`config.mk`:
```
export PLATFORM = sky130hd
export DESIGN_NAME = move_ctr_fsm
export DESIGN_NICKNAME = d
export VERILOG_FILES = /design/src/rtl/move_ctr_fsm.sv
export SDC_FILE = /design/constraint.sdc
export NUM_CORES = 1
export LEC_CHECK = 0
export ABC_AREA = 1
export BUFFER_PORTS_ARGS = -buffer_cell sky130_fd_sc_hd__buf_2
export CAP_MARGIN = 40
export CORE_AREA = 2 2 92 94
export DETAILED_ROUTE_END_ITERATION = 16
export DIE_AREA = 0 0 94 96
export HOLD_SLACK_MARGIN = 0.03
export PLACE_DENSITY_LB_ADDON = 0.05
export SLEW_MARGIN = 20
export SYNTH_ARGS = -nofsm -noshare
export SYNTH_HDL_FRONTEND = slang
export SYNTH_SLANG_ARGS = --single-unit
```
`constraint.sdc`:
```
create_clock -name clk -period 4 [get_ports clk]
set_input_delay 0.8 -clock clk [delete_from_list [all_inputs] [get_ports clk]]
set_output_delay 0.8 -clock clk [all_outputs]
set_load 0.05 [all_outputs]
```
`src/rtl/move_ctr_fsm.sv`:
```
// move_ctr_fsm: turns held left/right/jump keys into a clamped 12-bit on-screen character position
//   clk   in   pixel clock
//   rst   in   asynchronous active-high reset
//   key_a in   held-left level
//   key_d in   held-right level
//   key_w in   held-jump level
//   pos_x out  character x, registered
//   pos_y out  character y, registered, smaller is higher on screen
module move_ctr_fsm #(
    parameter int STEP_DIV = 65_000,
    parameter int X_START  = 512,
    parameter int X_MIN    = 0,
    parameter int X_MAX    = 992,
    parameter int H_STEP   = 2,
    parameter int GROUND_Y = 600,
    parameter int JUMP_V   = 12,
    parameter int GRAVITY  = 1
) (
    input  logic        clk,
    input  logic        rst,
    input  logic        key_a,
    input  logic        key_d,
    input  logic        key_w,
    output logic [11:0] pos_x,
    output logic [11:0] pos_y
);
    localparam int CW = STEP_DIV > 1 ? $clog2(STEP_DIV) : 1;

    typedef enum logic [1:0] {GROUND, RISE, FALL} state_t;

    state_t        state_q, state_d;
    logic [CW-1:0] cnt_q, cnt_d;
    logic [11:0]   x_q, x_d, y_q, y_d;
    logic [7:0]    vy_q, vy_d, vy_rise, vy_fall;
    logic [12:0]   x_r, y_dn;
    logic          tick, land;

    assign pos_x = x_q;
    assign pos_y = y_q;

    always_comb begin
        tick  = cnt_q == CW'(STEP_DIV - 1);
        cnt_d = tick ? '0 : cnt_q + CW'(1);
        x_r   = {1'b0, x_q} + 13'(H_STEP);
        x_d   = x_q;
        if (tick && key_d && !key_a)
            x_d = x_r > 13'(X_MAX) ? 12'(X_MAX) : x_r[11:0];
        else if (tick && key_a && !key_d)
            x_d = {1'b0, x_q} < 13'(X_MIN + H_STEP) ? 12'(X_MIN) : x_q - 12'(H_STEP);
    end

    // vertical FSM: velocity is a magnitude, direction comes from the state
    always_comb begin
        state_d = state_q;
        y_d     = y_q;
        vy_d    = vy_q;
        vy_rise = vy_q - 8'(GRAVITY);
        vy_fall = vy_q + 8'(GRAVITY);
        y_dn    = {1'b0, y_q} + {5'b0, vy_fall};
        land    = y_dn >= 13'(GROUND_Y);
        if (tick) begin
            case (state_q)
                GROUND: if (key_w) begin
                    y_d     = y_q - 12'(JUMP_V);
                    vy_d    = 8'(JUMP_V - GRAVITY);
                    state_d = JUMP_V == GRAVITY ? FALL : RISE;
                end
                RISE: begin
                    y_d     = y_q - {4'b0, vy_q};
                    vy_d    = vy_rise;
                    state_d = vy_rise == 8'd0 ? FALL : RISE;
                end
                FALL: begin
                    y_d     = land ? 12'(GROUND_Y) : y_dn[11:0];
                    vy_d    = land ? 8'd0 : vy_fall;
                    state_d = land ? GROUND : FALL;
                end
                default: state_d = GROUND;
            endcase
        end
    end

    always_ff @(posedge clk or posedge rst) begin
        if (rst) begin
            state_q <= GROUND;
            cnt_q   <= '0;
            x_q     <= 12'(X_START);
            y_q     <= 12'(GROUND_Y);
            vy_q    <= '0;
        end else begin
            state_q <= state_d;
            cnt_q   <= cnt_d;
            x_q     <= x_d;
            y_q     <= y_d;
            vy_q    <= vy_d;
        end
    end
endmodule

```
# Word level (Yosys, flattened, before mapping)
# Cells that the tools add are included.
# totals
inputBits	5
regBits	50
elab_cells	47
output_inout_bits	24
# classes
n_mux	15
eq_ne	4
n_lt_le_gt_ge	3
reduce_logical	12
addsub	8
# op_table
cell	count
12-bit two-way mux	6
12-bit one-hot mux with 3 select lines	1
8-bit one-hot mux with 3 select lines	1
16-bit by 1-bit adder with 16-bit output (second input constant)	1
16-bit == test (second input constant)	1
16-bit two-way mux	1
8-bit two-way mux	2
12-bit by 2-bit adder with 13-bit output (second input constant)	1
12-bit by 8-bit adder with 13-bit output	1
13-bit by 10-bit >= comparator with 1-bit output (second input constant)	1
13-bit by 10-bit greater-than comparator with 1-bit output (second input constant)	1
12-bit by 2-bit < comparator with 1-bit output (second input constant)	1
12-bit by 2-bit subtractor with 12-bit output (second input constant)	1
12-bit by 4-bit subtractor with 12-bit output (second input constant)	1
12-bit by 8-bit subtractor with 12-bit output	1
8-bit by 1-bit adder with 8-bit output (second input constant)	1
8-bit logical NOT	1
8-bit by 1-bit subtractor with 8-bit output (second input constant)	1
2-bit two-way mux	3
2-bit one-hot mux with 3 select lines	1
1-bit logical AND	4
3-bit AND reduction	1
3-bit nonzero test	1
2-bit by 1-bit == test with 1-bit output (second input constant)	1
other kinds (6)	7

# Logic depth before layout (Yosys ltp)
# Gate-level depths: netlist (run 1).
# logic_depth
depth_word	5
mapped_depth	22
ltp_nobuf	21

# Worst setup path after synthesis (run 1)
# OpenSTA, ideal clock, no wires.
# synth_timing
path_kind	register to register
from	register vy_q[0]
to	register y_q[7], in the netlist pos_y[7]
path_slack_ns	1.207
n_path_buf	1
setup_time_ns	0.074
synth_period_minus_slack_ns	2.793
path_stages_with_launch	23
required_time_ns	3.926
arrival_ns	2.718
cell_sequence	dfrtp_1 -> inv_1 -> nor3_2 -> nand3_1 -> nor3_1 -> xor2_1 -> ha_1 -> nand2_1 -> inv_1 -> a21oi_4 -> nand2_2 -> nand2_1 -> nand2_1 -> nor2_1 -> nand2_1 -> nand2_2 -> nand2_4 -> nor2_4 -> buf_6 -> nand2_1 -> nand2_1 -> nand2_1 -> o21ai_2
# synth_via
elab_chain_cells	5
elab_cells_between_ends	6
classes_between	add/sub (3); order compare (1); mux (2)
# synth_rtl
item	line_no	text
start: declaration	34	logic [7:0] vy_q, vy_d, vy_rise, vy_fall;
start signal: assignment	95	vy_q <= vy_d;
8-bit by 1-bit adder with 8-bit output	58	vy_fall = vy_q + 8'(GRAVITY);
12-bit by 8-bit adder with 13-bit output	59	y_dn = {1'b0, y_q} + {5'b0, vy_fall};
13-bit by 10-bit >= comparator with 1-bit output	60	land = y_dn >= 13'(GROUND_Y);
12-bit two-way mux	74	y_d = land ? 12'(GROUND_Y) : y_dn[11:0];
12-bit one-hot mux with 3 select lines *	62	case (state_q)
end signal: assignment	88	y_q <= 12'(GROUND_Y);
end signal: assignment	94	y_q <= y_d;
end: declaration	33	logic [11:0] x_q, x_d, y_q, y_d;
# Mark *: on every way between the ends. The rest lies on a longest branch, timed or not.
# A chain may end at the register's enable or synchronous reset.

# Final worst setup path (run 1)
# Same ends and word-level chain as after synthesis.

==> metrics, run 1 <==
status=completed; async set-or-reset flop fraction in the synthesized netlist=100%; Synth Net Count=between 700 and 800; Hold Crit Class=reg2reg; first-pass detailed-route iteration total=5; CTS tree=yes; max-cap violations=0; hold buffers post-CTS=0; critical path class=reg2reg; placed instance area=roughly 4700 sq um; distinct cell type count after synthesis=47; commonest non-fill, non-tap cells in the layout=189 x nand2_1, 98 x inv_1, 63 x nor2_1; Starting Density=55.7%; placed insts=about 800; ant diodes=0; switching part of the total power=31.9%; Worst-Margin Slew=approximately 0.61 ns; Finished Core Util=59.4%; Fillers=just over 800; I/O pin cnt=29; largest net degree at the start of global routing=31; Synth Cell Area=4480 sq um; synthesis-stage register bit count=slightly below 50; Seq pwr share=a little over half; Final Max Tran Viols=0; slew margin rel.=between 50% and 60%; Setup Fix Bufs, Post-CTS=0; Routed WL=about 11,000 um; CTS buffer count=5; crit path max fanout=11; Worst-path clk slew=about 0.1 ns; Clock Power Share=around a third; initial antenna violation count=0; first-iteration detailed-routing DRC count=between 150 and 200; vias per cell=around 5.4; Root Driver=clkbuf_8; minimum clock period after layout=3.25 ns; number of core rows=33; Psw=approximately 310 uW; post-synth top area share=around 25%; Fin. Hold Viols=0; Final setup viols=0; most common cell after layout, fill and taps aside=nand2_1; Clk Latency, worst-skew pair=~0.31 ns; Crit. End Element=register; fin nets=approximately 740; worst-case vdd ir drop=152 uV; count of input and output buffers=27; Final Cell Area=between 4000 and 5000 sq um; Die X-Extent=approximately 94 um; total number of vias=about 4,300; multi-input logic area=2770 sq um; Pwr Density=just over 200 nW/um^2; largest cells by area after synthesis=dfrtp_1 25%, nand2_1 16%, inv_1 8.3%; total track usage=26.5%; post-synthesis sequential area ratio=between 20% and 30%; post-CTS resize count=0; # DRC=0; Die ar.=9020 sq um; clock skew=0.0129 ns; largest area contributor in the netlist=dfrtp_1; non-filler cells, final=806; RSZ-0062 raised after global routing=no; ANT nets after route=0; Chip Height=around 96 um; startpoint type of the worst setup path=register; vias in the first global route=~4,200; Worst EP arrival=~3.5 ns; Tcrit/Tclk final=around four fifths; core area=a little over 8000 sq um; yosys warns=0; LEAKAGE=2.52 nW; setup TNS=0 ns; routed len/inst=roughly 14 um; Mapped Avg Cell Area=around 6.6 sq um; Num Clock Sinks=49; Achievable Freq=308 MHz; ys flop type=dfrtp_1; Detailed Place HPWL=just under 9000 um; H-tree depth=2; combinational share of power=roughly 16%; GRT overflow=0; fraction of layout instances using a drive strength above 1=about an eighth; register area=1230 sq um; Area growth, synth to finish=6.73%; RePlAce Congestion=between 0.9 and 1; worst path required time=4.25 ns; Post-synth EDFFs=0; cells after synthesis=between 600 and 700; total power=around 980 uW; Max clock buf depth=2; first-pass GRT wire length=19,100 um; Int Pwr=669 uW
-- Yosys cell counts (4+ instances only) --
library cell  count
a21oi_1          27
dfrtp_1          44
nor3_1           11
o21ai_2           6
dfstp_2           5
inv_2            10
nand4_1          11
nand3_1          47
nor2_1           63
a31oi_1           5
o21ai_0          36
ha_1             28
nand2_1         189
xor2_1           27
inv_1            99
o21bai_1          4
clkbuf_1          4
nand2_2           9
o21a_1            4
-- area by class of cell --
type | count | area share, %
Clock buffer | 5 | 1.44
Clock inverter | 3 | 0.471
Inverter | 110 | 8.63
Multi-Input combinational cell | 506 | 58.0
Sequential cell | 49 | 25.8
Tap cell | 105 | 2.75
Timing Repair Buffer | 28 | 2.98
-- per-stage QoR --
stage / hold slack, ns / setup WS (ns)
after floorplan: 0.433 / 1.21
after global placement: 0.454 / 0.865
after detailed placement: 0.464 / 0.774
after CTS: 0.478 / 0.740
after global routing: 0.501 / 0.377
final: 0.471 / 0.754
-- worst max-delay path: stages, from the launching register on --
cell and delay, ns:
dfrtp_1 0.42, inv_1 0.15, nor3_2 0.25, nand3_1 0.14
nor3_1 0.22, xor2_1 0.26, ha_1 0.33, nand2_1 0.11
inv_1 0.07, a21oi_4 0.15, nand2_2 0.08, nand2_1 0.06
nand2_1 0.06, nor2_1 0.09, nand2_1 0.07, nand2_2 0.08
nand2_4 0.07, nor2_4 0.29, nand2_1 0.10, nand2_1 0.07
nand2_1 0.05, o21ai_2 0.05
-- logic make-up after synthesis --
logic type      synth area share (%)
simple gates                    33.4
buf+inv                         10.6
compound gates                  13.8
flops                           27.5
xor+xnor                        5.86
fa+ha+maj                       8.71
other cells                   0.0837
-- metal layers --
layer / vias to the layer above / wire length (um) / GRT usage (%)
met5: - / 0 / 0
met4: 0 / 204 / 7.61
met3: 17 / 349 / 3.05
met2: 78 / 5560 / 49.6
met1: 2031 / 5040 / 32.1
li1: 2210 / - / -
-- final timing paths --
| check | startpoint | end | slack, ns | depth (start not counted) |
|---|---|---|---|---|
| max in group asynchronous | rst | pos_y[4] | 2.73 | 3 |
| worst min register to register | cnt_q[0] | cnt_q[0] | 0.47 | 1 |
| worst max register to register | vy_q[0] | pos_y[7] | 0.75 | 21 |
| min in group asynchronous | rst | pos_x[6] | 0.48 | 2 |
| worst max-delay path | vy_q[0] | pos_y[7] | 0.75 | 21 |
| worst min-delay path | cnt_q[0] | cnt_q[0] | 0.47 | 1 |
-- state kept, by name (all words and copies together), names as in the netlist --
register  cells
cnt_q        16
pos_y        12
pos_x        11
vy_q          8
state_q       2
-- power groups by stage --
stage | sequential, mW | clock [mW] | combinational [mW]
6_report | 0.520 | 0.310 | 0.153
5_1_grt | 0.522 | 0.341 | 0.172
4_1_cts | 0.520 | 0.321 | 0.154
3_5_place_dp | 0.529 | 0 | 0.154
3_3_place_gp | 0.529 | 0 | 0.152
2_1_floorplan | 0.553 | 0 | 0.0918
Power figures use the tool's default switching activity.
==> inputs of run 2 (changes only) <==
--- a/config.mk
+++ b/config.mk
@@ -5,12 +5,12 @@
 export SDC_FILE = /design/constraint.sdc
 export NUM_CORES = 1
 export LEC_CHECK = 0
-export ABC_AREA = 1
+export ABC_AREA = 0
 export BUFFER_PORTS_ARGS = -buffer_cell sky130_fd_sc_hd__buf_2
 export CAP_MARGIN = 40
-export CORE_AREA = 2 2 92 94
+export CORE_AREA = 2 2 90 92
 export DETAILED_ROUTE_END_ITERATION = 16
-export DIE_AREA = 0 0 94 96
+export DIE_AREA = 0 0 92 94
 export HOLD_SLACK_MARGIN = 0.03
 export PLACE_DENSITY_LB_ADDON = 0.05
 export SLEW_MARGIN = 20
==> constraint.sdc (replaced) <==
create_clock -name clk -period 2.6 [get_ports clk]
set_input_delay 0.52 -clock clk [delete_from_list [all_inputs] [get_ports clk]]
set_output_delay 0.52 -clock clk [all_outputs]
set_load 0.05 [all_outputs]
==> run 2 against run 1 <==
Effect of this change: the flow now finishes with violations (negative setup slack); design area rose by 13%; cell count fell by 12%; clock-buffer cell count did not move; routed wire length rose by 9.2%; fmax fell by 2.7%; die area fell by 4.2%; critical path depth fell by 7; critical path type unchanged; register-to-register slack got worse by 1.5 ns; combinational power fell by 8%.
==> metrics, run 2 <==
hold slack=0.244 ns (-0.226 ns); fin nets=643 (-13%); Tcrit/Tclk final=128% (+47 points); critical path depth in cells=14 (-33%); worst path required time=2.84 ns (-1.41 ns); worst setup margin=-0.736 ns (-1.49 ns); Pwr Density=295 nW/um^2 (+43%); CP delay by family, top=simple AND/OR/NAND/NOR gates; distinct cell type count after synthesis=80 (+70%); Final Max Tran Viols=0 (unchanged); GRT overflow=0 (unchanged); RSZ-0062 raised after global routing=yes; CTS tree=yes; vias per cell=5.89 (+9.5%); largest area contributor in the netlist=dfrtp_1; critical path class=reg2reg; cells after synthesis=516 (-23%); worst-case vdd ir drop=294 uV (+93%); post-synth top area share=26.0% (+1.5 points); Achievable Freq=300 MHz (-2.7%); core area=7610 sq um (-5.5%); failing checks=negative setup slack; Root Driver=clkbuf_8; Worst-path clk slew=0.10 ns (about the same); mux contribution to synthesized area=1.89% (+1.9 points); startpoint type of the worst setup path=register; pre-CTS WS=-0.715 ns (-1.49 ns); Mapped Avg Cell Area=8.20 sq um (+23%); Area growth, synth to finish=28.1%; Die ar.=8650 sq um (-4.2%); Final setup viols=19 (+19); Reg with most FFs=cnt_q; post-synthesis sequential area ratio=29.1% (+1.6 points); Chip Height=94 um (-2.1%); Post-synth EDFFs=0 (unchanged); initial antenna violation count=0 (unchanged); slew margin rel.=52.6% (-6.5 points); max-cap violations=0 (unchanged); Fin. Hold Viols=0 (unchanged); CTS buffer count=5 (unchanged); Synth Net Count=551 (-22%); complex-gate fraction of the synthesized area=21.2% (+7.4 points); async set-or-reset flop fraction in the synthesized netlist=100% (unchanged); total number of vias=4,188 (-3.4%); ant diodes=0 (unchanged); reg2reg start=vy_q[0]; number of core rows=32 (-3.0%); post-synthesis simple-gate area fraction=23.9% (-9.5 points); count of input and output buffers=27 (unchanged); slowest CP cell=or4b_4; synthesis-stage register bit count=49 (unchanged); Fillers=619 (-23%); ANT nets after route=0 (unchanged); adder-cell share of the synthesized area=9.23% (+0.52 points); Die X-Extent=92 um (-2.1%); max FFs per register=16 (unchanged); Reg-to-Reg End=pos_y[5]; Detailed Place HPWL=8580 um (-2.2%); Clk Latency, worst-skew pair=0.31 ns (about the same); Synth Cell Area=4230 sq um (-5.6%); Final Cell Area=5420 sq um (+13%); ys flop type=dfrtp_1; commonest non-fill, non-tap cells in the layout=81 x buf_4, 51 x nor2_1, 42 x nand2_1; yosys warns=0 (unchanged); R2R setup slack=-0.74 ns (-1.49 ns); Worst Path Buf+Inv=1 (-1); first-iteration detailed-routing DRC count=256 (+55%); Max clock buf depth=2 (unchanged); H-tree depth=2 (unchanged); placed instance area=4960 sq um (+5.8%); first-pass detailed-route iteration total=5 (unchanged); I/O pin cnt=29 (unchanged); Crit. End Element=register; total track usage=28.8% (+2.3 points); slowest stage delay, CP=0.51 ns (+0.09 ns); reg2reg path depth=14 (-33%); Worst-Margin Slew=0.710 ns (+0.0977 ns); Worst EP arrival=3.58 ns (+0.09 ns); most frequent cell after synthesis=nor2_1; largest net degree at the start of global routing=28 (-9.7%); status=finished, violations left; first-pass GRT wire length=19,800 um (+3.4%); routed len/inst=17.1 um (+24%); most common cell after layout, fill and taps aside=buf_4; fraction of layout instances using a drive strength above 1=33.5% (+21 points); Finished Core Util=71.2% (+12 points); LEAKAGE=2.38 nW (-5.7%); # DRC=0 (unchanged); Routed WL=12,200 um (+9.2%); hold buffers post-CTS=0 (unchanged); clock skew=0.00901 ns (-0.00387 ns); setup TNS=-12.80 ns (-12.80 ns); CP Cell Sequence=inv_4 -> nor3_4 -> nand3_2 -> nor3_2 -> xnor2_1 -> ha_1 -> nand2_2 -> o21ai_2 -> a21oi_2 -> or4b_4 -> o31ai_4 -> o211ai_4 -> or3_1 -> a31oi_1; vias in the first global route=4,061 (-3.2%); RePlAce Congestion=0.903 (-2.1%); Starting Density=55.6% (-0.072 points); crit path max fanout=5 (-6); largest family of logic cells by synthesized area=simple AND/OR/NAND/NOR gates; largest cells by area after synthesis=dfrtp_1 26%, ha_1 8.3%, xnor2_1 5.6%; xor/xnor share of the synthesized area=8.70% (+2.8 points); Synth top cells by count=55 x nor2_1, 44 x dfrtp_1, 44 x nand2_1; minimum clock period after layout=3.34 ns (+0.0901 ns); Hold Crit Class=in2async; Num Clock Sinks=49 (unchanged)
run 2: cell count changes in the layout (fill, tap and decap cells not counted), sizes merged, moves of 8 or more:
cell,before,now
xnor2,3,27
o21ai,44,30
buf,28,112
inv,109,30
nor3,13,21
and3,0,8
nand3,49,26
nor2,69,55
xor2,27,15
nand2,199,45
run 2: kinds of logic after synthesis:
logic type                 count (synthesis)
buffers and inverters                     59
and+or+nand+nor                          199
adders and majority gates                 30
other                                      1
muxes                                      6
xor gates and xnor gates                  42
DFF                                       49
AOI/OAI and AO/OA                        130
run 2: layout make-up:
cell class              instances  area (sq um)  share of cell area, %
clock buffers                   5          68.8                   1.27
clock inverters                 3          65.1                   1.20
inverters                      31           119                   2.19
multi-input cells             409          3000                   55.4
flip-flops and latches         49          1240                   22.9
well taps                     102           128                   2.36
repair buffers                112           797                   14.7
run 2: power breakdown:
group          switching (mW)  internal (mW)  leakage (nW)
Sequential             0.0160          0.770         0.588
Combinational          0.0951         0.0457          1.72
Clock                   0.286          0.383        0.0681
run 2: how the worst max path moves through the flow:
| stage | startpoint | end |
|---|---|---|
| after floorplan | vy_q[4] | pos_y[0] |
| after global placement | vy_q[0] | vy_q[5] |
| after global routing | vy_q[0] | pos_y[5] |
| final | vy_q[0] | pos_y[5] |
| after CTS | vy_q[0] | pos_y[5] |
| after detailed placement | vy_q[1] | pos_y[2] |
run 2: metrics by stage:
step                      cells  total power, mW
after floorplan             516            0.906
after global placement      693            0.938
after detailed placement    693            0.941
after CTS                   708             1.60
after global routing        711             1.64
final                       711             1.60
run 2: repair_timing:
item / 4_1_cts / 5_1_grt
pin swaps: 24 / 10
resized for setup: 40 / 19
setup buffers: 7 / 3
gates cloned: 1 / 0
endpoints found under the setup margin: 21 / 26
run 2: routing by layer:
metal / up-vias / GRT usage (%) / routed length [um]
met4: 0 / 7.46 / 233
met5: - / 0 / 0
li1: 2015 / - / -
met2: 123 / 49.0 / 5810
met3: 20 / 3.69 / 599
met1: 2030 / 39.1 / 5540
==> inputs of run 3 (changes only) <==
--- a/config.mk
+++ b/config.mk
@@ -5,7 +5,6 @@
 export SDC_FILE = /design/constraint.sdc
 export NUM_CORES = 1
 export LEC_CHECK = 0
-export ABC_AREA = 0
 export BUFFER_PORTS_ARGS = -buffer_cell sky130_fd_sc_hd__buf_2
 export CAP_MARGIN = 40
 export CORE_AREA = 2 2 90 92
==> constraint.sdc (replaced) <==
create_clock -name clk -period 2.8 [get_ports clk]
set_input_delay 0.56 -clock clk [delete_from_list [all_inputs] [get_ports clk]]
set_output_delay 0.56 -clock clk [all_outputs]
set_load 0.05 [all_outputs]
==> run 3 against run 2 <==
Effect of this change: clock power fell by 28%; utilization barely moved; register-to-register slack improved by 0.26 ns; the run still ends with negative setup slack left; clock-buffer cell count did not move; cell count rose by 0.56%; fmax rose by 1.9%; worst hold slack got worse by 0.00051 ns; sequential share of layout area barely moved.
==> metrics, run 3 (synthesis gave the netlist of run 2 again) <==
core area=7610 sq um (unchanged); hold buffers post-CTS=0 (unchanged); failing checks=negative setup slack; ANT nets after route=0 (unchanged); register area=1240 sq um (unchanged); Max clock buf depth=2 (unchanged); Die X-Extent=92 um (unchanged); reg2reg start=vy_q[1]; M1 GR Usage=38.5% (-0.59 points); CTS tree=yes; Starting Density=55.6% (unchanged); Clk Latency, worst-skew pair=0.32 ns (about the same); worst path required time=3.05 ns (+0.21 ns); Detailed Place HPWL=8710 um (+1.5%); CTS buffer count=5 (unchanged); slew margin rel.=62.0% (+9.3 points); Final Max Tran Viols=0 (unchanged); largest net degree at the start of global routing=28 (unchanged); minimum clock period after layout=3.27 ns (-0.0616 ns); Fillers=595 (-3.9%); Worst-Margin Slew=0.571 ns (-0.140 ns); first-iteration detailed-routing DRC count=233 (-9.0%); commonest non-fill, non-tap cells in the layout=85 x buf_4, 53 x nor2_1, 42 x nand2_1; clock skew=0.0135 ns (+0.00451 ns); Chip Height=94 um (unchanged); total track usage=28.5% (-0.29 points); max-cap violations=0 (unchanged); Worst-path clk slew=0.11 ns (about the same); R2R setup slack=-0.47 ns (+0.26 ns); max FFs per register=16 (unchanged); Reg with most FFs=cnt_q; crit path max fanout=5 (unchanged); Pwr Density=247 nW/um^2 (-16%); first-pass GRT wire length=19,700 um (-0.11%); Die ar.=8650 sq um (unchanged); fraction of layout instances using a drive strength above 1=32.8% (-0.71 points); fin nets=647 (+0.62%); total power=1.34 mW (-16%); Final setup viols=19 (unchanged); Routed WL=12,000 um (-1.7%); Most Used Layer, Global Route=met2; worst setup margin=-0.474 ns (+0.262 ns); worst-case vdd ir drop=235 uV (-20%); count of input and output buffers=27 (unchanged); grt met3 use=4.01% (+0.32 points); status=finished, violations left; Root Driver=clkbuf_8; H-tree depth=2 (unchanged); Area growth, synth to finish=28.1% (about the same); Crit. End Element=register; ant diodes=0 (unchanged); Tcrit/Tclk final=117% (-11 points); vias per cell=5.86 (-0.51%); hold slack=0.244 ns (-0.000505 ns); Achievable Freq=305 MHz (+1.9%); Num Clock Sinks=49 (unchanged); Critical Path Sink=state_q[1]; critical path class=reg2reg; GRT overflow=0 (unchanged); multi-input logic area=3010 sq um (+0.29%); total number of vias=4,190 (+0.048%); # DRC=0 (unchanged); Reg-to-Reg End=state_q[1]; LEAKAGE=2.38 nW (+0.34%); most common cell after layout, fill and taps aside=buf_4; CP Launch Point=vy_q[1]; first-pass detailed-route iteration total=5 (unchanged); reg2reg path depth=14 (unchanged); grt met2 use=48.1% (-0.86 points); startpoint type of the worst setup path=register; RePlAce Congestion=0.908 (+0.50%); I/O pin cnt=29 (unchanged); vias in the first global route=4,065 (+0.098%); Worst EP arrival=3.52 ns (-0.06 ns); RSZ-0062 raised after global routing=yes; Fin. Hold Viols=0 (unchanged); number of core rows=32 (unchanged); routed len/inst=16.7 um (-2.3%); initial antenna violation count=0 (unchanged); Hold Crit Class=in2async
-- run 3: cell count changes in the layout (fill, tap and decap cells not counted), moves of 2 or more --
cell	change
or3_1	+2
buf_4	+4
o21ai_1	-2
a21boi_1	-2
bufinv_16	-2
or3_4	-2
nor2_2	-2
ha_2	-2
nor2_1	+2
-- run 3: worst min-delay path by stage --
stage	startpoint	to	slack [ns]	cells past startpoint
2_1_floorplan	cnt_q[0]	cnt_q[0]	0.45	1
3_3_place_gp	cnt_q[0]	cnt_q[0]	0.47	1
3_5_place_dp	cnt_q[0]	cnt_q[0]	0.48	1
4_1_cts	rst	cnt_q[12]	0.26	2
5_1_grt	rst	cnt_q[12]	0.29	2
6_report	rst	cnt_q[12]	0.24	2
-- run 3: area by class of cell --
type	count	share of cell area [%]
multi-input cells	409	55.5
flip-flops and latches	49	22.9
repair buffers	116	15.3
well taps	102	2.36
inverters	31	2.19
clock buffers	5	1.27
clock inverters	3	0.531
-- run 3: layer usage --
metal / part of all wire [%] / wire, um / vias up
met5: 0 / 0 / -
met4: 1.9 / 231 / 0
met3: 4.5 / 541 / 22
met2: 48 / 5780 / 133
met1: 45 / 5420 / 2014
li1: - / - / 2021
-- run 3: timing repair --
action | 4_1_cts | 5_1_grt
setup endpoints to repair | 20 | 22
gates resized for setup | 29 | 27
pin swaps | 28 | 22
gates cloned | 1 | 0
setup buffers | 10 | 2
-- run 3: metrics by stage --
| step | utilization [%] | std cells | setup TNS, ns | instance area, sq um | setup slack, ns |
|---|---|---|---|---|---|
| 2_1_floorplan | - | 516 | -4.21 | 4250 | -0.345 |
| 3_3_place_gp | 65.4 | 695 | -5.89 | 4980 | -0.398 |
| 3_5_place_dp | 65.4 | 695 | -7.79 | 4980 | -0.533 |
| 4_1_cts | 69.6 | 714 | -6.56 | 5290 | -0.433 |
| 5_1_grt | 71.2 | 715 | -9.94 | 5420 | -0.617 |
| 6_report | 71.2 | 715 | -7.19 | 5420 | -0.474 |
-- run 3: report_power, final --
part           leakage, nW  total (mW)  internal (mW)  switching [mW]
sequential           0.588       0.731          0.715          0.0152
combinational         1.75       0.128         0.0422          0.0862
clock               0.0506       0.479          0.188           0.291
-- run 3: critical path, cell delays in order, from the launching register on --
cell	delay [ns]
dfrtp_1	0.44
inv_2	0.10
ha_4	0.27
inv_1	0.05
fa_2	0.36
and2b_2	0.23
o22a_4	0.16
a21oi_2	0.06
or4b_4	0.49
o31ai_4	0.32
o211ai_4	0.17
buf_6	0.18
buf_6	0.11
a21oi_1	0.13
o21bai_1	0.12
